## config.mk

```make
export PLATFORM = sky130hd
export DESIGN_NAME = health_bar_trail
export DESIGN_NICKNAME = d
export VERILOG_FILES = /design/src/rtl/health_bar_trail.sv
export SDC_FILE = /design/constraint.sdc
export NUM_CORES = 1
export LEC_CHECK = 0
export ABC_AREA = 1
export CORE_ASPECT_RATIO = 0.9
export CORE_MARGIN = 10
export CORE_UTILIZATION = 53
export DETAILED_ROUTE_END_ITERATION = 7
export GPL_TIMING_DRIVEN = 0
export PLACE_DENSITY = 0.7
export SLEW_MARGIN = 20
export SYNTH_ARGS = -nofsm -noshare
export SYNTH_HDL_FRONTEND = slang
export SYNTH_SLANG_ARGS = --single-unit
```

## constraint.sdc

```tcl
create_clock -name clk -period 8.76 [get_ports clk]
set_clock_uncertainty 0.1 [all_clocks]
set_input_delay 2.628 -clock clk [delete_from_list [all_inputs] [get_ports clk]]
set_output_delay 2.628 -clock clk [all_outputs]
set_load 0.05 [all_outputs]
```

## src/rtl/health_bar_trail.sv

```systemverilog
// One player's health bar with a delayed damage trail, low-health fill blink and optional mirroring.
// Latency: oled_colour/draw registered 1 cycle after pixel_index; no backpressure (free-running pixel scan and tick strobe).
module health_bar_trail #(
  parameter int FULL_HEALTH = 200,
  parameter int X_START     = 55,
  parameter int Y_START     = 2,
  parameter int BAR_LEN     = 40,
  parameter int BAR_HEIGHT  = 8,
  parameter int MIRROR      = 0,
  parameter int DRAIN_DELAY = 30,
  parameter int LOW_HEALTH  = 40,
  parameter int BLINK_TICKS = 8
) (
  input  logic        clk,
  input  logic        reset,
  input  logic        tick,
  input  logic [8:0]  curr_health,
  input  logic [12:0] pixel_index,
  output logic [15:0] oled_colour,
  output logic        draw,
  output logic [8:0]  trail_health,
  output logic        ko
);

  localparam logic [8:0]  FULL_H     = 9'(FULL_HEALTH);
  localparam logic [8:0]  LOW_H      = 9'(LOW_HEALTH);
  localparam logic [15:0] DELAY      = 16'(DRAIN_DELAY);
  localparam logic [15:0] BLINK_LAST = 16'(BLINK_TICKS - 1);
  localparam logic [15:0] INNER      = 16'(BAR_LEN - 2);
  localparam logic [15:0] FULL_W     = 16'(FULL_HEALTH);
  localparam logic [15:0] X_L        = 16'(X_START);
  localparam logic [15:0] X_R        = 16'(X_START + BAR_LEN - 1);
  localparam logic [15:0] X_IL       = 16'(X_START + 1);
  localparam logic [15:0] X_IR       = 16'(X_START + BAR_LEN - 2);
  localparam logic [15:0] Y_T        = 16'(Y_START);
  localparam logic [15:0] Y_B        = 16'(Y_START + BAR_HEIGHT - 1);
  localparam logic [15:0] Y_IT       = 16'(Y_START + 1);
  localparam logic [15:0] Y_IB       = 16'(Y_START + BAR_HEIGHT - 2);

  localparam logic [15:0] COL_YELLOW = 16'hFFE0;
  localparam logic [15:0] COL_ORANGE = 16'hFC00;
  localparam logic [15:0] COL_RED    = 16'hF800;
  localparam logic [15:0] COL_WHITE  = 16'hFFFF;
  localparam logic [15:0] COL_BLACK  = 16'h0000;

  typedef enum logic [1:0] {IDLE, HOLD, DRAIN} state_t;

  state_t      state, state_nxt;
  logic [8:0]  h, prev_h, trail_nxt;
  logic [15:0] hold_cnt, hold_nxt;
  logic [15:0] blink_cnt;
  logic        blink_phase, low;
  logic [15:0] px_x, px_y, col_k, fill_len, trail_len, fill_colour, colour_nxt;
  logic        in_box, in_inner;

  assign h   = (curr_health > FULL_H) ? FULL_H : curr_health;
  assign low = (h != 9'd0) && (h <= LOW_H);

  // A heal overrides everything: trail snaps up and any pending drain is cancelled.
  always_comb begin
    state_nxt = state;
    trail_nxt = trail_health;
    hold_nxt  = hold_cnt;
    if (h > trail_health) begin
      trail_nxt = h;
      state_nxt = IDLE;
      hold_nxt  = '0;
    end else begin
      case (state)
        IDLE: begin
          if (h < trail_health) begin
            state_nxt = HOLD;
            hold_nxt  = DELAY;
          end
        end
        HOLD: begin
          if (h < prev_h) begin
            hold_nxt = DELAY;
          end else if (tick) begin
            if (hold_cnt <= 16'd1) begin
              state_nxt = DRAIN;
              hold_nxt  = '0;
            end else begin
              hold_nxt = hold_cnt - 16'd1;
            end
          end
        end
        DRAIN: begin
          if (h < prev_h) begin
            state_nxt = HOLD;
            hold_nxt  = DELAY;
          end else if (trail_health == h) begin
            state_nxt = IDLE;
          end else if (tick) begin
            trail_nxt = trail_health - 9'd1;
            if (trail_nxt == h) state_nxt = IDLE;
          end
        end
        default: state_nxt = IDLE;
      endcase
    end
  end

  always_ff @(posedge clk or posedge reset) begin
    if (reset) begin
      state        <= IDLE;
      trail_health <= FULL_H;
      hold_cnt     <= '0;
      prev_h       <= FULL_H;
      ko           <= 1'b0;
    end else begin
      state        <= state_nxt;
      trail_health <= trail_nxt;
      hold_cnt     <= hold_nxt;
      prev_h       <= h;
      ko           <= (trail_health == 9'd0) && (state == IDLE);
    end
  end

  always_ff @(posedge clk or posedge reset) begin
    if (reset) begin
      blink_cnt   <= '0;
      blink_phase <= 1'b0;
    end else if (!low) begin
      blink_cnt   <= '0;
      blink_phase <= 1'b0;
    end else if (tick) begin
      if (blink_cnt == BLINK_LAST) begin
        blink_cnt   <= '0;
        blink_phase <= ~blink_phase;
      end else begin
        blink_cnt <= blink_cnt + 16'd1;
      end
    end
  end

  // col_k counts inner columns from the anchored edge of the fill.
  always_comb begin
    px_x        = 16'(pixel_index % 13'd96);
    px_y        = 16'(pixel_index / 13'd96);
    in_box      = (px_x >= X_L) && (px_x <= X_R) && (px_y >= Y_T) && (px_y <= Y_B);
    in_inner    = (px_x >= X_IL) && (px_x <= X_IR) && (px_y >= Y_IT) && (px_y <= Y_IB);
    col_k       = (MIRROR != 0) ? (X_IR - px_x) : (px_x - X_IL);
    fill_len    = (16'(h) * INNER) / FULL_W;
    trail_len   = (16'(trail_health) * INNER) / FULL_W;
    fill_colour = (low && blink_phase) ? COL_ORANGE : COL_YELLOW;
    colour_nxt  = COL_BLACK;
    if (in_inner) begin
      if (col_k < fill_len)       colour_nxt = fill_colour;
      else if (col_k < trail_len) colour_nxt = COL_RED;
      else                        colour_nxt = COL_BLACK;
    end else if (in_box) begin
      colour_nxt = COL_WHITE;
    end
  end

  always_ff @(posedge clk or posedge reset) begin
    if (reset) begin
      oled_colour <= '0;
      draw        <= 1'b0;
    end else begin
      oled_colour <= colour_nxt;
      draw        <= in_box;
    end
  end

endmodule

```

Word level (Yosys, flattened, before mapping)
Index checks and enable logic that the tools add are counted.
Word-level totals
  memory bits (read-only): 0
  register bits: 71
  input port bits: 25
  bits in writable memories: 0
  latch bits: 0
  word-level logic and storage cells: 106
  memories: 0
Operators by class
  multiplexer cells: 34
  $lt $le $gt $ge: 16
  shift operators: 0
  multiply operators: 2
  divide/modulo/power cells: 4
  add/sub/neg operators: 4
  eq/ne operators: 17
  bitwise gates (word level): 1
  reduce and logical (&&, ||, !) cells: 19
Operators with widths (number)
  $mux 16: 13
  $mux 9: 6
  $pmux 16 s3: 1
  $div 15x8->16 const B: 2
  $ge 16x2->1 const B: 2
  $ge 16x6->1 const B: 2
  $le 16x4->1 const B: 2
  $le 16x7->1 const B: 2
  $lt 16x16->1: 2
  $mul 9x5->14 const B: 2
  $eq 9x9->1: 2
  $lt 9x9->1: 2
  $mux 2: 9
  $add 16x1->16 const B: 1
  $div 13x7->16 const B: 1
  $eq 16x3->1 const B: 1
  $le 16x1->1 const B: 1
  $mod 13x7->16 const B: 1
  $sub 16x1->16 const B: 1
  $sub 16x6->16 const B: 1
  $ne 3x3->1 const B: 5
  $mux 10: 1
  $ne 5x5->1 const B: 2
  $gt 9x8->1 const B: 1
  20 further kinds: 34

Longest topological paths before layout
  word-level depth: 9
  depth in mapped cells: 59
  depth with buffers taken out: 59

Worst setup path after synthesis
Ideal clock, no wire load.
  path kind: in2reg
  from: input port curr_health[0]
  to: register oled_colour[14]
  buffers on the path: 1
  setup time: 0.119 ns
  required time: 8.541 ns
  stages: 48
  path slack: 0.329 ns
  arrival time: 8.212 ns
  cell sequence: nor3_1 o211ai_1 a31oi_1 inv_1 or2_2 clkbuf_1 ha_1 fa_1 ha_1 nand2_1 nor2_1 nand3_1 nand3_1 nand2_1 nand2_2 nand2_2 nand2_2 nand4_1 [12 not listed] nand2_2 nor2_2 nand2_2 nand2_4 nand2_1 nand2_2 nor2_1 nand2_2 nand2_2 inv_1 ha_1 nand2_1 nand2_1 nand2_1 nand2_1 nand2_2 a21oi_2 nand2_1
Between the ends
  word-level cells in the longest chain between the ends: 7
RTL lines
  start: declaration: RTL line 17  | input logic [8:0] curr_health,
  $gt 9x8->1: RTL line 56  | assign h = (curr_health > FULL_H) ? FULL_H : curr_health;
  $mux 9: RTL line 56
  named net h[6]: RTL line 49  | logic [8:0] h, prev_h, trail_nxt;
  $mul 9x5->14: RTL line 144  | fill_len = (16'(h) * INNER) / FULL_W;
  $div 15x8->16: RTL line 144
  $lt 16x16->1: RTL line 149  | if (col_k < fill_len) colour_nxt = fill_colour;
  $mux 16: RTL line 149
  $mux 16: RTL line 148  | if (in_inner) begin
  end signal: assignment: RTL line 162  | oled_colour <= colour_nxt;
  end: declaration: RTL line 19  | output logic [15:0] oled_colour,
The timed path passes the listed nets, and every way through them passes these cells.
A chain may end at the register's enable or synchronous reset.

Final worst setup path
Ends and elaborated chain as after synthesis.

==> summary.md <==
| Metric | Value |
|---|---|
| Outcome | complete, no violations |
| Crit path from | curr_health[0] |
| CP arrival | 8.53 ns |
| Clk root buf | clkbuf_16 |
| Setup TNS | 0 ns |
| Chip Width | 151 µm |
| R2r startpoint | trail_health[4]$_DFFE_PP0P_ |
| I/O Pins | 52 |
| Core Rows | 43 |
| CP required | 8.88 ns |
| Starting DRT DRC Count | 336 |
| Final core utilization | 0.653 |
| DP Worst Slack | -1.07 ns |
| Htree depth | 3 |
| Yosys reg bits | 59 |
| Hold Buf Count CTS | 0 |
| Port Buffer Count | 51 |
| Register area share after synthesis | 0.180 |
| Post-synth EDFFs | 0 |
| Clk buf depth | 2 |
| Global-route wire length before repair | 33300 µm |
| Fin. Hold Viols | 0 |
| Overall routed net length | 19700 µm |
| Die height | 138 µm |
| TritonCTS clock tree | yes |
| Drc violations | 0 |
| Slew @ Worst Pin | 1.05 ns |
| Clock tree sinks | 59 |
| Top cells by area, synth | dfrtp_1 (16%), nand2_1 (16%), ha_1 (13%) |
| GRT overflow | 0 |
| Setup ws final | 0.348 ns |
| Max FO, Critical Path | 6 |
| Top-count cell post-synth | nand2_1 |
| Hold Crit Start | blink_cnt[14]$_DFFE_PP0P_ |
| Area growth from synthesis to final layout | 21.4% |
| Crit-path max cell delay | 0.49 ns |
| Warnings, synthesis | 0 |
| Starting Density | 0.538 |
| Post-Synthesis Mean Instance Area | 6.37 µm² |
| Mapped Cells | 1295 |
| Remaining antenna violation count | 0 |
| Antenna diodes | 0 |
| Core area | 0.0153 mm² |
| Post-synth ARST share | 1.00 |
| Routability Congestion | 0.868 |
| Critical path class | primary input to flop |
| Largest net degree at the start of global routing | 41 |
| Max-cap viol count | 0 |
| Via density per instance | 5.09 |
| Routed len/inst | 12.3 µm |
| Cell area after layout | 0.0100 mm² |
| Crit path launch type | primary input |
| Synth top area share | 0.161 |
| Critical path's slowest cell | fa_1 |
| Antenna violations before repair | 0 |
| Die area | 0.0210 mm² |
| Unrepaired setup endpoints after global routing | yes |
| Cell taking the most area after synthesis | dfrtp_1 |
| Final Setup Violations | 0 |
| Detailed placement HPWL | 15100 µm |
| Layout cells sized above 1 | 0.176 |
| Max-slew violations | 0 |
| Global Route Usage Sum | 0.183 |
| Number of global-route vias before repair | 7576 |
| Synth cell count leaders | nand2_1 (342), inv_1 (227), nor2_1 (101), nand3_1 (91), ha_1 (87) |
| Clk_lat worst skew | 0.34 ns |
| Primary FF master, synth | dfrtp_1 |
| Relative slew slack | 0.295 |
| CP Capture Type | flop |
| Hold WC Path Type | flop to flop |
| Syn Std Cell Area | 0.00825 mm² |
| Num CTS Buffers | 9 |
| Drt pass-1 iters | 5 |
| Final period util | 0.960 |
| Netlist cell types | 55 |
| Final nets | 1519 |
| Max frequency | 0.119 GHz |
| Clock slew at reported path FFs | 0.06 ns |
| Tmin final | 8.41 ns |
| Via count | 8159 |
| Top cell by count, worst path | nand2_2 |
| Post-DP Area | 0.00905 mm² |
==> repair_timing <==
item	4_1_cts	5_1_grt
buffers inserted	10	26
pin swaps	9	58
setup endpoints to repair	3	3
resized for setup	34	92
endpoints found under the hold margin	0	0
==> kinds of logic after synthesis <==
family,share of synthesized area
AOI/OAI and AO/OA,0.116
xor gates and xnor gates,0.0329
adders and majority gates,0.156
buffers and inverters,0.123
DFF,0.180
other,0.000911
and+or+nand+nor,0.390
==> worst max-delay path: cells and delay by family <==
kind	cells	cell delay, ns
simple gates	35	3.25
fa+ha+maj	4	1.30
buf+inv	7	0.76
compound gates	3	0.56
==> metrics by stage <==
step                hold slack (ns)  instances
finish                        0.389       1604
global route                  0.416       1604
CTS                           0.395       1578
detailed placement            0.387       1553
global placement              0.382       1552
floorplan                     0.360       1299
==> flip-flops by register name, summed over array words and instances, names as in the netlist <==
register and cells:
blink_cnt 16, blink_phase 1, draw 1, hold_cnt 16
ko 1, oled_colour 4, prev_h 9, state 2
trail_health 9
==> layer usage <==
metal / wire (µm) / up-vias / track usage
li1: - / 4347 / -
met1: 9560 / 3684 / 0.246
met2: 9190 / 114 / 0.301
met3: 733 / 14 / 0.0277
met4: 179 / 0 / 0.0390
met5: 0 / - / 0
==> area by class of cell <==
| cell class | count | area, µm² |
|---|---|---|
| multi-input cells | 981 | 6140 |
| fillers | 1411 | 5320 |
| flip-flops and latches | 59 | 1480 |
| inverters | 240 | 918 |
| repair buffers | 88 | 821 |
| well taps | 202 | 253 |
| clock buffers | 11 | 233 |
| plain buffers | 18 | 113 |
| clock inverters | 5 | 55.1 |
==> cells in the final DEF (no fill, tap or decap), types with 10 or more instances in the layout <==
| cell type | instances |
|---|---|
| a21oi_1 | 45 |
| buf_4 | 46 |
| clkdlybuf4s50_1 | 42 |
| dfrtp_1 | 53 |
| fa_1 | 10 |
| ha_1 | 80 |
| inv_1 | 212 |
| inv_2 | 18 |
| nand2_1 | 316 |
| nand2_2 | 55 |
| nand2_4 | 29 |
| nand3_1 | 84 |
| nand3_2 | 12 |
| nand4_1 | 33 |
| nor2_1 | 90 |
| nor2_2 | 12 |
| nor2_4 | 11 |
| nor3_1 | 16 |
| o21ai_0 | 66 |
| xor2_1 | 27 |
==> path summary, 6_finish.rpt <==
path / slack [ns] / cells after the start / end
max: 0.35 / 49 / oled_colour[14]$_DFF_PP0_
min: 0.39 / 1 / blink_cnt[14]$_DFFE_PP0P_
max reg2reg: 2.93 / 47 / oled_colour[14]$_DFF_PP0_
min reg2reg: 0.39 / 1 / blink_cnt[14]$_DFFE_PP0P_
max in group asynchronous: 5.51 / 3 / trail_health[3]$_DFFE_PP1P_
min in group asynchronous: 2.48 / 2 / hold_cnt[11]$_DFFE_PP0P_
Power is not shown: default switching activity piles up to over one toggle a cycle in this logic, so the estimate is an artifact.
